==> src/rtl/proc_pipe_pckg.sv <==
// Shared processing-pipe package: vector geometry, memory sizing and the
// state type of the stream-to-memory writer.
// Optional feature macro: STREAM_MEM_WR_ZERO_FILL_EN (adds the FILL state).
package proc_pipe_pckg;

    // Geometry of one pipe data vector.
    localparam int C_VECT_SIZE         = 4;
    localparam int C_INT_DATA_WORD_WDT = 16;
    localparam int C_VECT_WDT          = C_VECT_SIZE * C_INT_DATA_WORD_WDT;

    // On-chip vector memory sizing; the length counter needs one extra bit
    // so a full 2^ADDR_WDT-vector transfer can be expressed.
    localparam int C_MEM_ADDR_WDT = 12;
    localparam int C_VECT_LEN_WDT = C_MEM_ADDR_WDT + 1;

    typedef enum logic [2:0] {
        ST_IDLE  = 3'd0,
        ST_WRITE = 3'd1,
        ST_DRAIN = 3'd2,
`ifdef STREAM_MEM_WR_ZERO_FILL_EN
        ST_FILL  = 3'd3,
`endif
        ST_DONE  = 3'd4
    } stream_mem_wr_state_t;

endpackage

==> src/rtl/stream_mem_wr_addr_gen.sv <==
// Address generator for stream_mem_wr: latches the base address and the
// expected vector count at start, counts written vectors and produces the
// wrap-around write address base + count (modulo 2^ADDR_WDT).
module stream_mem_wr_addr_gen
    import proc_pipe_pckg::*;
#(
    parameter int ADDR_WDT = C_MEM_ADDR_WDT,
    parameter int LEN_WDT  = C_VECT_LEN_WDT
) (
    input  logic                clk,
    input  logic                rst,
    input  logic                load,
    input  logic [ADDR_WDT-1:0] base_addr,
    input  logic [LEN_WDT-1:0]  vect_len,
    input  logic                inc,
    output logic [ADDR_WDT-1:0] addr,
    output logic [LEN_WDT-1:0]  cnt,
    output logic                cnt_at_last
);

    logic [ADDR_WDT-1:0] base_q;
    logic [LEN_WDT-1:0]  len_q;
    logic [LEN_WDT-1:0]  cnt_q;

    // Base/length latch at start and the running write counter.
    always_ff @(posedge clk) begin
        // NOTE: sequential state is always updated with non-blocking
        // assignments so every register samples pre-edge values.
        if (rst) begin
            base_q <= '0;
            len_q  <= '0;
            cnt_q  <= '0;
        end else if (load) begin
            base_q <= base_addr;
            len_q  <= vect_len;
            cnt_q  <= '0;
        end else if (inc) begin
            cnt_q <= cnt_q + LEN_WDT'(1);
        end
    end

    // Address wraps naturally through the ADDR_WDT-bit adder.
    assign addr        = base_q + cnt_q[ADDR_WDT-1:0];
    assign cnt         = cnt_q;
    // True when the vector being written now is the last one expected.
    assign cnt_at_last = ((cnt_q + LEN_WDT'(1)) == len_q);

endmodule

==> src/rtl/stream_mem_wr.sv <==
// stream_mem_wr: consumes pipe data vectors from the AXI-Stream slave and
// writes them to vector memory at consecutive addresses from a programmed
// base, then reports completion and length errors through start/done.
// Optional feature macro: STREAM_MEM_WR_ZERO_FILL_EN -- on a short stream
// the remaining addresses are filled with zero vectors before done.
// The start handshake is a control-side pulse and is taken regardless of
// clk_en; the done pulse is likewise independent of clk_en.
module stream_mem_wr
    import proc_pipe_pckg::*;
#(
    parameter int VECT_WDT = C_VECT_WDT,
    parameter int ADDR_WDT = C_MEM_ADDR_WDT,
    parameter int LEN_WDT  = C_VECT_LEN_WDT
) (
    input  logic                clk,
    input  logic                rst,
    input  logic                clk_en,
    input  logic                en,
    input  logic                start,
    input  logic [ADDR_WDT-1:0] base_addr,
    input  logic [LEN_WDT-1:0]  vect_len,
    input  logic                in_vect_val,
    input  logic                in_vect_last,
    input  logic [VECT_WDT-1:0] in_vect_words,
    output logic                mem_wr_en,
    output logic [ADDR_WDT-1:0] mem_addr,
    output logic [VECT_WDT-1:0] mem_wr_data,
    output logic                busy,
    output logic                done,
    output logic                err_short,
    output logic                err_long,
    output logic [LEN_WDT-1:0]  wr_cnt
);

    stream_mem_wr_state_t state_q, state_nxt;

    logic                accept;
    logic                load;
    logic                inc;
    logic                wr_fire;
    logic                wr_zero;
    logic                set_short;
    logic                set_long;
    logic [ADDR_WDT-1:0] gen_addr;
    logic                cnt_at_last;

    assign accept = clk_en & in_vect_val;

    stream_mem_wr_addr_gen #(
        .ADDR_WDT (ADDR_WDT),
        .LEN_WDT  (LEN_WDT)
    ) u_addr_gen (
        .clk         (clk),
        .rst         (rst),
        .load        (load),
        .base_addr   (base_addr),
        .vect_len    (vect_len),
        .inc         (inc),
        .addr        (gen_addr),
        .cnt         (wr_cnt),
        .cnt_at_last (cnt_at_last)
    );

    // State register.
    always_ff @(posedge clk) begin
        if (rst) begin
            state_q <= ST_IDLE;
        end else begin
            state_q <= state_nxt;
        end
    end

    // Next-state and per-cycle control decode.
    always_comb begin
        // NOTE: every signal driven here gets a default first, so no path
        // leaves it unassigned and no latch is inferred.
        state_nxt = state_q;
        load      = 1'b0;
        inc       = 1'b0;
        wr_fire   = 1'b0;
        wr_zero   = 1'b0;
        set_short = 1'b0;
        set_long  = 1'b0;

        unique case (state_q)
            ST_IDLE: begin
                // Incoming vectors are dropped here.
                if (start && en) begin
                    load      = 1'b1;
                    state_nxt = (vect_len == '0) ? ST_DRAIN : ST_WRITE;
                end
            end

            ST_WRITE: begin
                if (accept) begin
                    wr_fire = 1'b1;
                    inc     = 1'b1;
                    if (in_vect_last) begin
                        if (cnt_at_last) begin
                            state_nxt = ST_DONE;
                        end else begin
                            set_short = 1'b1;
`ifdef STREAM_MEM_WR_ZERO_FILL_EN
                            state_nxt = ST_FILL;
`else
                            state_nxt = ST_DONE;
`endif
                        end
                    end else if (cnt_at_last) begin
                        set_long  = 1'b1;
                        state_nxt = ST_DRAIN;
                    end
                end
            end

            ST_DRAIN: begin
                // Surplus vectors are consumed without writing; any
                // non-last vector here means the stream is too long.
                if (accept) begin
                    if (in_vect_last) begin
                        state_nxt = ST_DONE;
                    end else begin
                        set_long = 1'b1;
                    end
                end
            end

`ifdef STREAM_MEM_WR_ZERO_FILL_EN
            ST_FILL: begin
                // One zero vector per pipeline step until the count is met.
                if (clk_en) begin
                    wr_fire = 1'b1;
                    wr_zero = 1'b1;
                    inc     = 1'b1;
                    if (cnt_at_last) begin
                        state_nxt = ST_DONE;
                    end
                end
            end
`endif

            ST_DONE: begin
                state_nxt = ST_IDLE;
            end

            default: begin
                state_nxt = ST_IDLE;
            end
        endcase
    end

    // Registered memory write port, status flags and handshake outputs.
    always_ff @(posedge clk) begin
        // NOTE: the write-data register is reset because it is a port that
        // must read 0 out of reset; the memory array behind it is not.
        if (rst) begin
            mem_wr_en   <= 1'b0;
            mem_addr    <= '0;
            mem_wr_data <= '0;
            busy        <= 1'b0;
            done        <= 1'b0;
            err_short   <= 1'b0;
            err_long    <= 1'b0;
        end else begin
            mem_wr_en <= wr_fire;
            done      <= (state_q == ST_DONE);

            if (wr_fire) begin
                mem_addr    <= gen_addr;
                mem_wr_data <= wr_zero ? '0 : in_vect_words;
            end

            if (load) begin
                busy      <= 1'b1;
                err_short <= 1'b0;
                err_long  <= 1'b0;
            end else begin
                if (state_q == ST_DONE) begin
                    busy <= 1'b0;
                end
                if (set_short) begin
                    err_short <= 1'b1;
                end
                if (set_long) begin
                    err_long <= 1'b1;
                end
            end
        end
    end

endmodule

==> config.mk <==
export PLATFORM = sky130hd
export DESIGN_NAME = stream_mem_wr
export DESIGN_NICKNAME = d
export VERILOG_FILES = /design/src/rtl/proc_pipe_pckg.sv /design/src/rtl/stream_mem_wr_addr_gen.sv /design/src/rtl/stream_mem_wr.sv
export SDC_FILE = /design/constraint.sdc
export NUM_CORES = 1
export LEC_CHECK = 0
export CAP_MARGIN = 25
export CORE_MARGIN = 2
export CORE_UTILIZATION = 41
export CTS_CLUSTER_DIAMETER = 60
export DETAILED_ROUTE_END_ITERATION = 10
export PLACE_DENSITY = 0.77
export SLEW_MARGIN = 20
export SYNTH_ARGS = -nofsm -noshare
export SYNTH_HDL_FRONTEND = slang
export SYNTH_SLANG_ARGS = --single-unit
==> constraint.sdc <==
create_clock -name clk -period 2.3 [get_ports clk]
set_clock_uncertainty 0.1 [all_clocks]
set_input_delay 0.46 -clock clk [delete_from_list [all_inputs] [get_ports clk]]
set_output_delay 0.46 -clock clk [all_outputs]
set_load 0.03 [all_outputs]
==> results.txt, run 1 <==
- Using the TritonRoute via totals, the vias-per-cell ratio works out to 5.019.
* Count of final max-slew check failures: 0
* Synthesized netlist net count: 782
- In this run the number of H-tree levels came out at 4.
* Instance count after placement with tap cells included: 1027
- Chip width: 117.5 um
- Yosys top cell area share: 0.4626
- Synthesis produced a netlist whose cell count is 673.
* Design area: 8330 um^2
- Area added between synthesis and finish: 57.77%
* Highest fanout seen on the critical path: 6
- The startpoint identified for the worst register-to-register timing path is u_addr_gen.cnt[0]$_SDFFE_PP0P_.
* All-Layer GR Usage: 0.2214
- Worst VDD drop: 561.5 uV
* Power density normalized to cell area: 679.3 nW/um^2
- Wire length of the first global-routing pass: 24870 um
- After detailed routing, the number of remaining DRC violations is 0.
- For the worst setup path, the data arrival time is 2470 ps.
- Post-detailed-placement cell area: 7575 um^2
* Final Total Pwr: 5.659 mW
* Clock input transition at the sequential cells of the worst setup and hold paths: 60 ps
* Share of flip-flops with an asynchronous set or reset after synthesis: 0
- Sequential share of the synthesized area: 0.4626
- WHS Path Cells: 2
- In this run, synthesis produced a sequential element count of 122.
- Number of buffers on the longest clock path: 2
- By startpoint and endpoint, the worst setup path is classified as flop to flop.
- Setup slack of the worst register-to-register path: 40 ps
* Dominant synthesized flop cell: sky130_fd_sc_hd__dfxtp_1
- Type of element capturing the critical path: flop
* Multi-input gate area in the final layout: 2785 um^2
- Number of setup violations in the final report: 0
- TritonCTS built the clock tree.
* Least-Margin Pin Slew: 478.6 ps
- The path with the worst hold slack has its endpoint at mem_wr_data[8]$_SDFFE_PP0P_.
* Required time worst endpoint: 2510 ps
- At the end of routability-driven placement, the weighted congestion stood at 0.8260.
- The number of global-route vias before repair came to 5107.
- Cell types occupying the most area after synthesis: sky130_fd_sc_hd__dfxtp_1 (46%), sky130_fd_sc_hd__nand2_1 (15%), sky130_fd_sc_hd__a21oi_1 (10%)
- The analysis attributes to cell leakage a power of 3.107 nW.
- Launch point of the worst hold path: mem_wr_data[8]$_SDFFE_PP0P_
- Summing over every cut layer, the via total after detailed routing is 5340.
* Max cap viols: 0
- Clock insertion delay at the later pin of the skew report: 410 ps
* Length in cells of the worst reg-to-reg path: 9
- Yosys mapped a number of flops with a built-in enable equal to 0.
* Antenna fix cells: 0
- Antenna violations before repair: 0
- Number of routed nets with antenna violations: 0
- Measured against its own limit, the worst slew margin works out to 0.6809.
* Type of origin of the critical path: flop
* Worst Hold Slack: 350.7 ps
* Root buffer selected by CTS: sky130_fd_sc_hd__clkbuf_16
* Total clock buffers created by CTS: 17
* Number of placed I/O pins: 190
- After synthesis the cells add up to 5280 um^2.
* Overflow left after global routing: 0
- Starting DRT DRC Count: 279
- Average footprint of a synthesized cell: 7.846 um^2
* Vertical extent of the die: 117.5 um
- For this configuration, the core starts out at a cell density of 0.4184.
* Final critical-path required period: 2264 ps
- Warnings, synthesis: 0
* Detail-routed net length per standard cell: 14.33 um
- Count of cell types in the netlist: 45
- Input/output buffers: 189
- After clock tree synthesis, the flow added hold-fix buffers numbering 0.
- Fmax achieved: 441.8 MHz
- Count of final hold-check violations: 0
* Std-Cell Core Area: 12620 um^2
- The floorplan has 41 rows.
- For this run, the detailed router's first-pass iteration total came to 5.
* Kind of path behind the tightest hold check: flop to flop
- TritonCTS sink count: 122
- The flow ran to the end, and the final reports show no timing, DRC or antenna violations.
- Area used by sequential logic in the layout: 2456 um^2
- The routed design has 15250 um of wire.
- Top cell type by total area after synthesis: sky130_fd_sc_hd__dfxtp_1
* Crit share post-route: 0.9842
* Unrepaired setup endpoints after global routing: yes
- Number of fillers in the final layout: 1097
- Die outline area: 13800 um^2
- Reg-to-Reg End: err_short$_SDFFE_PP0P_
- Entering global routing, the biggest net connects 48 pins.
- Final nets: 988
* Fraction of layout instances using a drive strength above 1: 0.1222
- The finished layout holds 1064 standard cells, fillers aside.
- Detailed placement finished with a half-perimeter wire length of 10540 um.
[synth_stat cells, types with 4 or more instances]
master and n:
sky130_fd_sc_hd__nor3_1 15, sky130_fd_sc_hd__dfxtp_1 122, sky130_fd_sc_hd__xor2_1 17, sky130_fd_sc_hd__nor2_1 34
sky130_fd_sc_hd__nor4_1 6, sky130_fd_sc_hd__a211oi_1 5, sky130_fd_sc_hd__a21oi_1 110, sky130_fd_sc_hd__buf_2 4
sky130_fd_sc_hd__or3_1 4, sky130_fd_sc_hd__nor2b_1 8, sky130_fd_sc_hd__nand2b_1 5, sky130_fd_sc_hd__nand4_1 7
sky130_fd_sc_hd__nand2_1 208, sky130_fd_sc_hd__xnor2_1 17, sky130_fd_sc_hd__ha_1 12, sky130_fd_sc_hd__inv_1 5
sky130_fd_sc_hd__nand3_1 5, sky130_fd_sc_hd__clkbuf_1 39, sky130_fd_sc_hd__o21ai_0 12
[worst max-delay path by stage]
stage | endpoint | slack [ps] | cells after the start | from
6_report | err_short$_SDFFE_PP0P_ | 40 | 9 | u_addr_gen.cnt[0]$_SDFFE_PP0P_
5_1_grt | err_long$_SDFFE_PP0P_ | -90 | 8 | u_addr_gen.cnt[0]$_SDFFE_PP0P_
4_1_cts | wr_cnt[7] | 7 | 2 | u_addr_gen.cnt[7]$_SDFFE_PP0P_
3_5_place_dp | state_q[1]$_SDFFE_PP0P_ | -360 | 7 | vect_len[12]
3_3_place_gp | state_q[1]$_SDFFE_PP0P_ | -290 | 7 | vect_len[12]
2_1_floorplan | err_short$_SDFFE_PP0P_ | 9 | 8 | u_addr_gen.cnt[5]$_SDFFE_PP0P_
[power by group]
group | internal (mW) | switching, mW | total (mW)
Clock | 1.67 | 0.907 | 2.57
Combinational | 0.400 | 0.422 | 0.822
Sequential | 2.20 | 0.0637 | 2.26
[placed cells by master, fill, tap and decap left out, drive strengths merged, types with 2 or more instances in the layout]
master         netlist  layout
xnor2               17      17
clkdlybuf4s50        0     183
nor2b                8       8
clkinv               0       7
o21a                 2       2
a21oi              110     110
nor3                15      15
ha                  12      12
o21ai               12      12
nand4                7       7
nor4b                3       3
dlymetal6s2s         0       5
a211oi               5       5
o211ai               2       2
nand3                6       6
dfxtp              122     122
a22o                 2       2
nor2                34      34
clkbuf              39      23
buf                  7      45
xor2                17      17
nand2              208     208
o41ai                2       2
and4                 3       3
inv                  5       5
a2111oi              3       3
or3                  4       4
a31o                 2       2
nand2b               5       5
bufinv               0       2
or4                  2       2
nor4                 6       6
[logic make-up after synthesis]
group	Yosys count	share of synthesized area
adders and majority gates	13	0.03223
muxes	1	0.001896
DFF	122	0.4626
xor gates and xnor gates	35	0.06066
buffers and inverters	51	0.03934
AOI/OAI and AO/OA	145	0.1517
and+or+nand+nor	306	0.2517
[flip-flops by register name, indices dropped and copies added (netlist names)]
signal	flops
mem_addr	12
u_addr_gen.len_q	13
mem_wr_en	1
u_addr_gen.cnt	13
busy	1
state_q	3
err_long	1
u_addr_gen.base_q	12
done	1
mem_wr_data	64
err_short	1
[area by class of cell]
class / count / area share
clock buffers: 23 / 0.05737
clock inverters: 9 / 0.01141
inverters: 5 / 0.002253
multi-input cells: 500 / 0.3343
flip-flops and latches: 122 / 0.2948
well taps: 172 / 0.02583
repair buffers: 233 / 0.2740
[worst max-delay path, cell delays in order, from the launching register on]
cell,delay [ps]
sky130_fd_sc_hd__dfxtp_4,370
sky130_fd_sc_hd__buf_4,120
sky130_fd_sc_hd__nand4_1,230
sky130_fd_sc_hd__buf_4,250
sky130_fd_sc_hd__nor3_4,140
sky130_fd_sc_hd__xor2_1,90
sky130_fd_sc_hd__o21a_1,230
sky130_fd_sc_hd__nor4b_4,400
sky130_fd_sc_hd__nor2_1,70
sky130_fd_sc_hd__o21a_1,180
[metal layers]
metal | routed length (um) | track usage
met5 | 0 | 0
met4 | 402 | 0.1054
met3 | 1127 | 0.08091
met2 | 7177 | 0.3542
met1 | 6542 | 0.2641
[per-stage QoR]
step                      utilization  setup slack [ps]  setup TNS [ps]
after floorplan                     -             9.265               0
after detailed placement       0.6002            -358.3          -511.6
final                          0.6601             36.33               0
after global routing           0.6601            -91.48          -465.8
after global placement         0.6002            -290.0          -339.6
after CTS                      0.6471             7.314               0
[timing repair]
item,in CTS,in global routing
setup buffers,0,5
gates resized for setup,5,32
pin swaps,2,18
hold endpoints to repair,0,0
setup endpoints to repair,5,13
No activity file was read; power rests on OpenSTA's default activity.
==> inputs of run 2 (changes only) <==
--- a/config.mk
+++ b/config.mk
@@ -5,12 +5,14 @@
 export SDC_FILE = /design/constraint.sdc
 export NUM_CORES = 1
 export LEC_CHECK = 0
+export ABC_CLOCK_PERIOD_IN_PS = 2300
 export CAP_MARGIN = 25
 export CORE_MARGIN = 2
 export CORE_UTILIZATION = 41
 export CTS_CLUSTER_DIAMETER = 60
 export DETAILED_ROUTE_END_ITERATION = 10
 export PLACE_DENSITY = 0.77
+export RECOVER_POWER = 25
 export SLEW_MARGIN = 20
 export SYNTH_ARGS = -nofsm -noshare
 export SYNTH_HDL_FRONTEND = slang
==> run 2 against run 1 <==
Compared with the run above:
- sequential share of layout area up 0.14 points
- first-iteration DRC count up 5.0%
- combinational power down 2%
- sequential power about the same
- clock power about the same
- sequential cell count unchanged
- maximum frequency up 0.28%
- critical endpoint unchanged
==> results.txt, run 2 (synthesis gave the netlist of run 1 again) <==
- Setup WS post-layout: 42.56 ps
- Setup violations remaining at the end of the flow were counted as 0.
- Overall power consumption after layout is estimated at 5.651 mW.
* Max cap viols: 0
- Most frequent cells in the layout: sky130_fd_sc_hd__nand2_1 (208), sky130_fd_sc_hd__clkdlybuf4s50_1 (182), sky130_fd_sc_hd__dfxtp_1 (117), sky130_fd_sc_hd__a21oi_1 (108), sky130_fd_sc_hd__buf_4 (36)
* WHS Endpoint: mem_addr[7]$_SDFFE_PP0P_
- Kind of path behind the tightest hold check: flop to flop
- Launch point of the worst hold path: mem_addr[7]$_SDFFE_PP0P_
- Number of placed I/O pins: 190
- Tightest slew margin relative to the limit: 0.6368
* Number of global-route vias before repair: 5107
- The clock passes through at most 2 buffers.
* Antenna violations before repair: 0
- Setup slack on the worst reg-to-reg path comes out at 40 ps.
* Die outline area: 13800 um^2
- The library cell used most frequently in the layout, excluding fill and tap cells, is sky130_fd_sc_hd__nand2_1.
- For this run, the top clock speed supported by timing is 443.0 MHz.
- After clock tree synthesis, the clock-pin slew on the worst setup and hold paths is 60 ps.
- Required time worst endpoint: 2510 ps
- Least-Margin Pin Slew: 542.8 ps
- The worst setup path is of the flop to flop kind.
* Design area: 8292 um^2
* DR vias: 5348
- In the global route stage, overall resource usage came out at 0.2214.
* Unrepaired setup endpoints after global routing: yes
- Count of final max-slew check failures: 0
- Of the cells placed in the final design, the portion with a size suffix greater than 1 is 0.1166.
- Counting I/O delays and the setup requirement, the final critical path takes 2257 ps.
- Largest Register: mem_wr_data
- For this block, the routed nets add up to 15230 um of wire.
- Input/output buffers: 189
- Summed over all nets, wire length on met2 after detailed routing comes to 7154 um.
- Length in cells of the worst reg-to-reg path: 9
- Highest fanout seen on the critical path: 6
* Worst Hold Slack: 350.0 ps
* Std-Cell Core Area: 12620 um^2
* Critical Path AT: 2470 ps
- Detailed placement ended at an HPWL of 10540 um.
- Final Core Density: 0.6570
- In this run the critical register-to-register path is captured at err_short$_SDFFE_PP0P_.
- Counting instances, the worst hold path has a depth of 2.
- For this configuration, the core starts out at a cell density of 0.4184.
* Detail Route met3 WL: 1240 um
- Clock insertion delay at the later pin of the skew report: 420 ps
- Maximum number of pins on one net before global-route repair: 48
* TritonRoute pass-1 iters: 4
- Buffers inserted during clock tree synthesis total 17.
- Starting DRT DRC Count: 293
* Count of final hold-check violations: 0
* Chip width: 117.5 um
* Top Metal Used: met4
* Residual DRC count: 0
* Type of origin of the critical path: flop
* CTS H-tree depth: 4
- CTS placed an instance of sky130_fd_sc_hd__clkbuf_16 at the clock tree root.
- After the last flow step, the layout net total stands at 988.
- In this run the cell area measured after placement is 7575 um^2.
* Type of element capturing the critical path: flop
- Via density: 5.026
- After global routing the overflow that remains totals 0.
* Detail-routed net length per standard cell: 14.32 um
- The die is 117.5 um tall.
* TritonCTS sink count: 122
- TritonCTS built the clock tree.
- Hold-fix buffers at CTS: 0
* Antenna fix cells: 0
* Power density normalized to cell area: 681.5 nW/um^2
- # rows: 41
* Number of routed nets with antenna violations: 0
* Worst VDD drop: 562.8 uV
- The register with the most flip-flops in the layout has 64 of them.
- The detailed router put a total of 6430 um of wire on met1.
* Worst reg2reg path startpoint: u_addr_gen.cnt[0]$_SDFFE_PP0P_
- Area added between synthesis and finish: 57.04%
* Post-placement worst setup slack: -358.3 ps
- Pleak: 3.088 nW
* Final weighted congestion in routability-driven placement: 0.8260
* Crit share post-route: 0.9815
* Run status: finished, final reports clean
* Wire length of the first global-routing pass: 24870 um
## run 2: changes by cell type in the layout (fill, tap and decap cells not counted)
cell	change
sky130_fd_sc_hd__nor2_1	+1
sky130_fd_sc_hd__nand2_2	-1
sky130_fd_sc_hd__buf_12	-1
sky130_fd_sc_hd__nand2_1	+1
sky130_fd_sc_hd__clkdlybuf4s50_1	-1
sky130_fd_sc_hd__buf_4	-5
sky130_fd_sc_hd__nor2_4	-1
sky130_fd_sc_hd__dlygate4sd3_1	+1
sky130_fd_sc_hd__clkbuf_4	+1
sky130_fd_sc_hd__clkbuf_2	+2
sky130_fd_sc_hd__clkbuf_1	+3
## run 2: power by group
part	total, mW	internal (mW)	switching (mW)	leakage (nW)
sequential	2.26	2.20	0.0640	0.991
combinational	0.807	0.389	0.418	1.81
clock	2.58	1.66	0.914	0.290
## run 2: through the flow
| step | cells | setup TNS [ps] |
|---|---|---|
| final | 1064 | 0 |
| after global routing | 1064 | -1227 |
| after CTS | 1059 | 0 |
| after detailed placement | 1027 | -511.6 |
| after global placement | 1027 | -339.6 |
| after floorplan | 673 | 0 |
## run 2: layout make-up
type                    instances  area, um^2
flip-flops and latches        122        2456
well taps                     172       215.2
repair buffers                233        2253
multi-input cells             500        2775
clock buffers                  23       478.0
clock inverters                 9       95.09
fillers                      1106        4328
inverters                       5       18.77
## run 2: worst max-delay path: stages (launching register included)
cell and delay, ps:
sky130_fd_sc_hd__dfxtp_4 370, sky130_fd_sc_hd__buf_4 120, sky130_fd_sc_hd__nand4_1 230, sky130_fd_sc_hd__buf_4 250, sky130_fd_sc_hd__nor3_4 140, sky130_fd_sc_hd__xor2_1 90, sky130_fd_sc_hd__o21a_1 230, sky130_fd_sc_hd__nor4b_4 400
sky130_fd_sc_hd__nor2_1 70, sky130_fd_sc_hd__o21a_1 170
## run 2: what timing repair did
action / 4_1_cts / 5_1_grt
setup buffers: 0 / 5
endpoints found under the setup margin: 5 / 13
resized for setup: 5 / 32
pin swaps: 2 / 18
## run 2: worst max-delay path by stage
stage                                         from                 endpoint  slack [ps]  cells after the start
floorplan           u_addr_gen.cnt[5]$_SDFFE_PP0P_   err_short$_SDFFE_PP0P_           9                      8
global placement                      vect_len[12]  state_q[1]$_SDFFE_PP0P_        -290                      7
detailed placement                    vect_len[12]  state_q[1]$_SDFFE_PP0P_        -360                      7
CTS                 u_addr_gen.cnt[7]$_SDFFE_PP0P_                wr_cnt[7]           7                      2
global route        u_addr_gen.cnt[0]$_SDFFE_PP0P_    err_long$_SDFFE_PP0P_         -90                      8
finish              u_addr_gen.cnt[0]$_SDFFE_PP0P_   err_short$_SDFFE_PP0P_          40                      9
## run 2: layer usage
layer | track usage | up-vias
met1 | 0.2641 | 2469
li1 | - | 2674
met3 | 0.08091 | 29
met5 | 0 | -
met2 | 0.3542 | 176
met4 | 0.1054 | 0
==> RTL edit 1, RTL diff (settings of run 2) <==
Make the reset (`rst`) asynchronous in 3 clocked blocks.
--- a/src/rtl/stream_mem_wr_addr_gen.sv
+++ b/src/rtl/stream_mem_wr_addr_gen.sv
@@ -23,7 +23,7 @@
     logic [LEN_WDT-1:0]  cnt_q;
 
     // Base/length latch at start and the running write counter.
-    always_ff @(posedge clk) begin
+    always_ff @(posedge clk or posedge rst) begin
         // NOTE: sequential state is always updated with non-blocking
         // assignments so every register samples pre-edge values.
         if (rst) begin
--- a/src/rtl/stream_mem_wr.sv
+++ b/src/rtl/stream_mem_wr.sv
@@ -62,7 +62,7 @@
     );
 
     // State register.
-    always_ff @(posedge clk) begin
+    always_ff @(posedge clk or posedge rst) begin
         if (rst) begin
             state_q <= ST_IDLE;
         end else begin
@@ -150,7 +150,7 @@
     end
 
     // Registered memory write port, status flags and handshake outputs.
-    always_ff @(posedge clk) begin
+    always_ff @(posedge clk or posedge rst) begin
         // NOTE: the write-data register is reset because it is a port that
         // must read 0 out of reset; the memory array behind it is not.
         if (rst) begin
Check against the original RTL: differs if rst is asserted again (counterexample within 4 cycles, from zero or initial values and one cycle with rst high); with rst held inactive, the same outputs for 4 cycles.
==> RTL edit 1 against run 2 <==
  * The flow now finishes with violations (setup timing)
  * Critical endpoint is now err_long
  * Critical path type unchanged
  * Sequential cell count unchanged
  * Design area grew 5.2%
  * Synthesized area up 8.7%
  * Routed wire length up 2.1%
  * Largest cell class is now sequential cells
  * Global-route usage fell by 0.73 points
  * Worst setup slack worse by 0.11 ns
  * Non-clock buffer count decreased by 5
Power is not compared: it rests on default switching activity, and its combinational part moved more than twofold at a synthesized area within 25%.
==> RTL edit 1: results (changes against run 2) <==
outcome finished with violations (was finished clean); failing checks setup timing; Crit-path slowest cell dfrtp_2 (was nor4b_4); worst hold slack 0.370 ns (was 0.350 ns); Seq/Total Area, Yosys 0.532 (was 0.463); largest cells by area after synthesis dfrtp_1, nand2_1, o21ai_0, ha_1, clkbuf_1 (was dfxtp_1, nand2_1, a21oi_1, ha_1, xnor2_1); Non-Filler Instances 1062 (was 1064); worst-path fanout max 5 (was 6); 1st-iter DRT viols 315 (was 293); GR Util met3 0.0567 (was 0.0809); gp weighted congestion 0.856 (was 0.826); Synth top cells by count nand2_1, dfrtp_1, o21ai_0 (was nand2_1, dfxtp_1, a21oi_1); Cell Count Post-Placement 1030 (was 1027); FF-to-FF End err_long (was err_short); max FFs per register 64 (unchanged); Worst Reg-to-Reg Cells 8 (was 9); vias per inst 4.92 (was 5.03); Final WS setup -0.0718 ns (was 0.0426 ns); Synth Area in Compound Gates 0.101 (was 0.152); mux contribution to synthesized area 0.00545 (was 0.00190); setup TNS -0.138 ns (was 0 ns); Hold Path Depth 2 (unchanged); met1 global-route usage 0.288 (was 0.264); XOR/XNOR Fraction of Synth Area 0.0344 (was 0.0607); detailed-route wire length per cell 14.6 um (was 14.3 um); setup violators final 4 (was 0); vias in the first global route 5009 (was 5107); max incr delay on CP 0.47 ns (was 0.40 ns); post-synthesis adder-cell area fraction 0.0296 (was 0.0322); met2 Use GR 0.328 (was 0.354); hold_sp mem_wr_data[28] (was mem_addr[7]); Min-Delay Endpoint mem_wr_data[28] (was mem_addr[7]); # nets final 978 (was 988); Syn Inst Count 657 (was 673); DP Area 8120 um2 (was 7570 um2); Initial DRT Pass Iterations 5 (was 4); global-route wire length before repair 24800 um (was 24900 um); Net Sw Frac 0.396; Post-Place Setup Slack -0.0500 ns (was -0.358 ns); post-synth net total 766 (was 782); total global-route track usage 0.214 (was 0.221); # fillers 1166 (was 1106); Netlist cell types 58 (was 45); dpl hpwl 11200 um (was 10500 um); Worst EP arrival 2.60 ns (was 2.47 ns); layout cell share with drive strength beyond 1 0.116 (was 0.117); largest net degree at the start of global routing 66 (was 48); RR Startpoint u_addr_gen.cnt[0] (unchanged)
## RTL edit 1: cell count changes in the layout (fill, tap and decap cells not counted), sizes merged, moves of 7 or more
cell    before  now
o21ai       12   34
xor2        17   10
dfxtp      122    0
clkbuf      29   21
xnor2       17   10
dfrtp        0  122
a21oi      110   12
nand2      208  292
nor2        34   19
## RTL edit 1: worst max-delay path, delay by kind of cell (launching register included)
family          cells  cell delay (ns)
compound gates      4             0.69
fa+ha+maj           1             0.30
xor+xnor            1             0.10
buf+inv             1             0.18
simple gates        1             0.44
flops               1             0.47
## RTL edit 1: timing repair
action,4_1_cts,5_1_grt
endpoints found under the setup margin,7,9
gates cloned,0,0
resized for setup,4,8
buffers inserted,0,0
pin swaps,3,2
## RTL edit 1: final cells by class
cell class | count | area (um2) | area share
Clock buffer | 18 | 429 | 0.0492
Inverter | 9 | 35.0 | 0.00402
Tap cell | 180 | 225 | 0.0258
Multi-Input combinational cell | 491 | 2610 | 0.299
Timing Repair Buffer | 228 | 2190 | 0.251
Clock inverter | 14 | 174 | 0.0199
Sequential cell | 122 | 3060 | 0.351
## RTL edit 1: worst max path at each step
| stage | from | to | slack, ns | depth (start not counted) |
|---|---|---|---|---|
| 3_5_place_dp | u_addr_gen.cnt[0] | err_long | -0.05 | 8 |
| 2_1_floorplan | u_addr_gen.cnt[3] | err_short | -0.08 | 7 |
| 6_report | u_addr_gen.cnt[0] | err_long | -0.07 | 8 |
| 3_3_place_gp | u_addr_gen.cnt[0] | err_short | -0.01 | 7 |
| 5_1_grt | u_addr_gen.cnt[0] | err_short | -0.15 | 7 |
| 4_1_cts | u_addr_gen.cnt[0] | err_short | -0.06 | 7 |
## RTL edit 1: metal layers
metal  part of all wire  wire [um]
met1               0.45       6940
met2               0.47       7340
met3              0.059        923
met4              0.022        346
met5                  0          0
==> RTL edit 2, RTL diff (flow settings as in run 2) <==
Made on the original files. Change the package constant `C_INT_DATA_WORD_WDT` from 16 to 15.
--- a/src/rtl/proc_pipe_pckg.sv
+++ b/src/rtl/proc_pipe_pckg.sv
@@ -5,7 +5,7 @@
 
     // Geometry of one pipe data vector.
     localparam int C_VECT_SIZE         = 4;
-    localparam int C_INT_DATA_WORD_WDT = 16;
+    localparam int C_INT_DATA_WORD_WDT = 15;
     localparam int C_VECT_WDT          = C_VECT_SIZE * C_INT_DATA_WORD_WDT;
 
     // On-chip vector memory sizing; the length counter needs one extra bit
Ports: changed (resized in_vect_words and mem_wr_data); port bits go from 190 to 182. The function was not compared with the original's and may differ.
==> RTL edit 2 against run 2 <==
  * The run now ends with setup timing left
  * Sequential share of layout area is 0.29 points lower
  * Worst setup slack worse by 0.071 ns
  * Routed wire length rose by 0.85%
  * Sequential cell count fell by 4
  * Clock power is 13% higher
  * Power increased by 3.0%
  * Sequential power shrank 4%
  * Design area decreased by 1.6%
  * Combinational power fell by 8.8%
  * Synthesized area fell by 3.1%
  * Largest cell class unchanged
  * Highest routed layer unchanged
==> RTL edit 2: results (changes against run 2) <==
PortBufs 181 (was 189); Final WS setup -0.0282 ns (was 0.0426 ns); outcome finished with violations (was finished clean); # fillers 994 (was 1106); Post-Route WL 15400 um (was 15200 um); largest net degree at the start of global routing 44 (was 48); setup violators final 3 (was 0); Synth top cells by count nand2_1, dfxtp_1, a21oi_1 (unchanged); Crit-path slowest cell or4_4 (was nor4b_4); gp weighted congestion 0.887 (was 0.826); dpl hpwl 10800 um (was 10500 um); global-route wire length before repair 24100 um (was 24900 um); layout cell share with drive strength beyond 1 0.136 (was 0.117); mux contribution to synthesized area 0.00196 (was 0.00190); max incr delay on CP 0.53 ns (was 0.40 ns); failing checks setup timing; GR Util met3 0.0805 (was 0.0809); met1 global-route usage 0.284 (was 0.264); setup TNS -0.0763 ns (was 0 ns); largest cells by area after synthesis dfxtp_1, nand2_1, a21oi_1, xor2_1, ha_1 (was dfxtp_1, nand2_1, a21oi_1, ha_1, xnor2_1); FF/Latch Area 2390 um2 (was 2460 um2); worst-path fanout max 7 (was 6); # nets final 948 (was 988); post-synthesis adder-cell area fraction 0.0332 (was 0.0322); Initial DRT Pass Iterations 5 (was 4); 1st-iter DRT viols 341 (was 293); Synth Area in Compound Gates 0.167 (was 0.152); Non-Filler Instances 1023 (was 1064); Post-Syn Area per Cell 7.95 um2 (was 7.85 um2); via count 5237 (was 5348); Post-Place Setup Slack -0.0531 ns (was -0.358 ns)
==> RTL edit 2: cell families after synthesis <==
logic type / after synthesis
mux: 1
flops: 118
simple gates: 289
fa+ha+maj: 13
buf+inv: 45
compound gates: 150
xor+xnor: 28
==> RTL edit 2: cell type report <==
type | instances | share of cell area
timing repair buffer | 220 | 0.262
sequential | 118 | 0.293
inverter | 5 | 0.00230
clock buffer | 26 | 0.0688
tap | 168 | 0.0258
clock inverter | 5 | 0.0127
multi-input combinational | 481 | 0.336
==> RTL edit 2: power by group <==
| part | internal (mW) | leakage, nW | switching [mW] | total [mW] |
|---|---|---|---|---|
| Combinational | 0.358 | 1.71 | 0.378 | 0.736 |
| Sequential | 2.12 | 0.963 | 0.0609 | 2.18 |
| Clock | 2.00 | 0.329 | 0.906 | 2.91 |
| Total | 4.48 | 3.00 | 1.34 | 5.82 |
==> RTL edit 2: repair_timing <==
action                     4_1_cts  5_1_grt
setup buffers                    3        3
setup endpoints to repair        7        7
gates resized for setup         10       16
pin swaps                        5       12
hold buffers                     0        0
==> RTL edit 2: worst paths after layout <==
path,startpoint,to,slack [ns],cells past startpoint
min reg2reg,err_short,err_short,0.35,2
max reg2reg,u_addr_gen.cnt[1],err_long,-0.03,8
min,err_short,err_short,0.35,2
max,u_addr_gen.cnt[1],err_long,-0.03,8
==> RTL edit 2: critical path: cells and delay by family, from the launching register on <==
kind | cells | cell delay, ns
AND/OR/NAND/NOR | 5 | 1.26
adder cells (fa/ha/maj) | 1 | 0.19
AO/OA/AOI/OAI | 2 | 0.33
flip-flops | 1 | 0.40
==> RTL edit 2: routing by layer <==
layer | wire length [um] | part of all wire
met1 | 6660 | 0.43
met2 | 7200 | 0.47
met3 | 1270 | 0.082
met4 | 235 | 0.015
met5 | 0 | 0
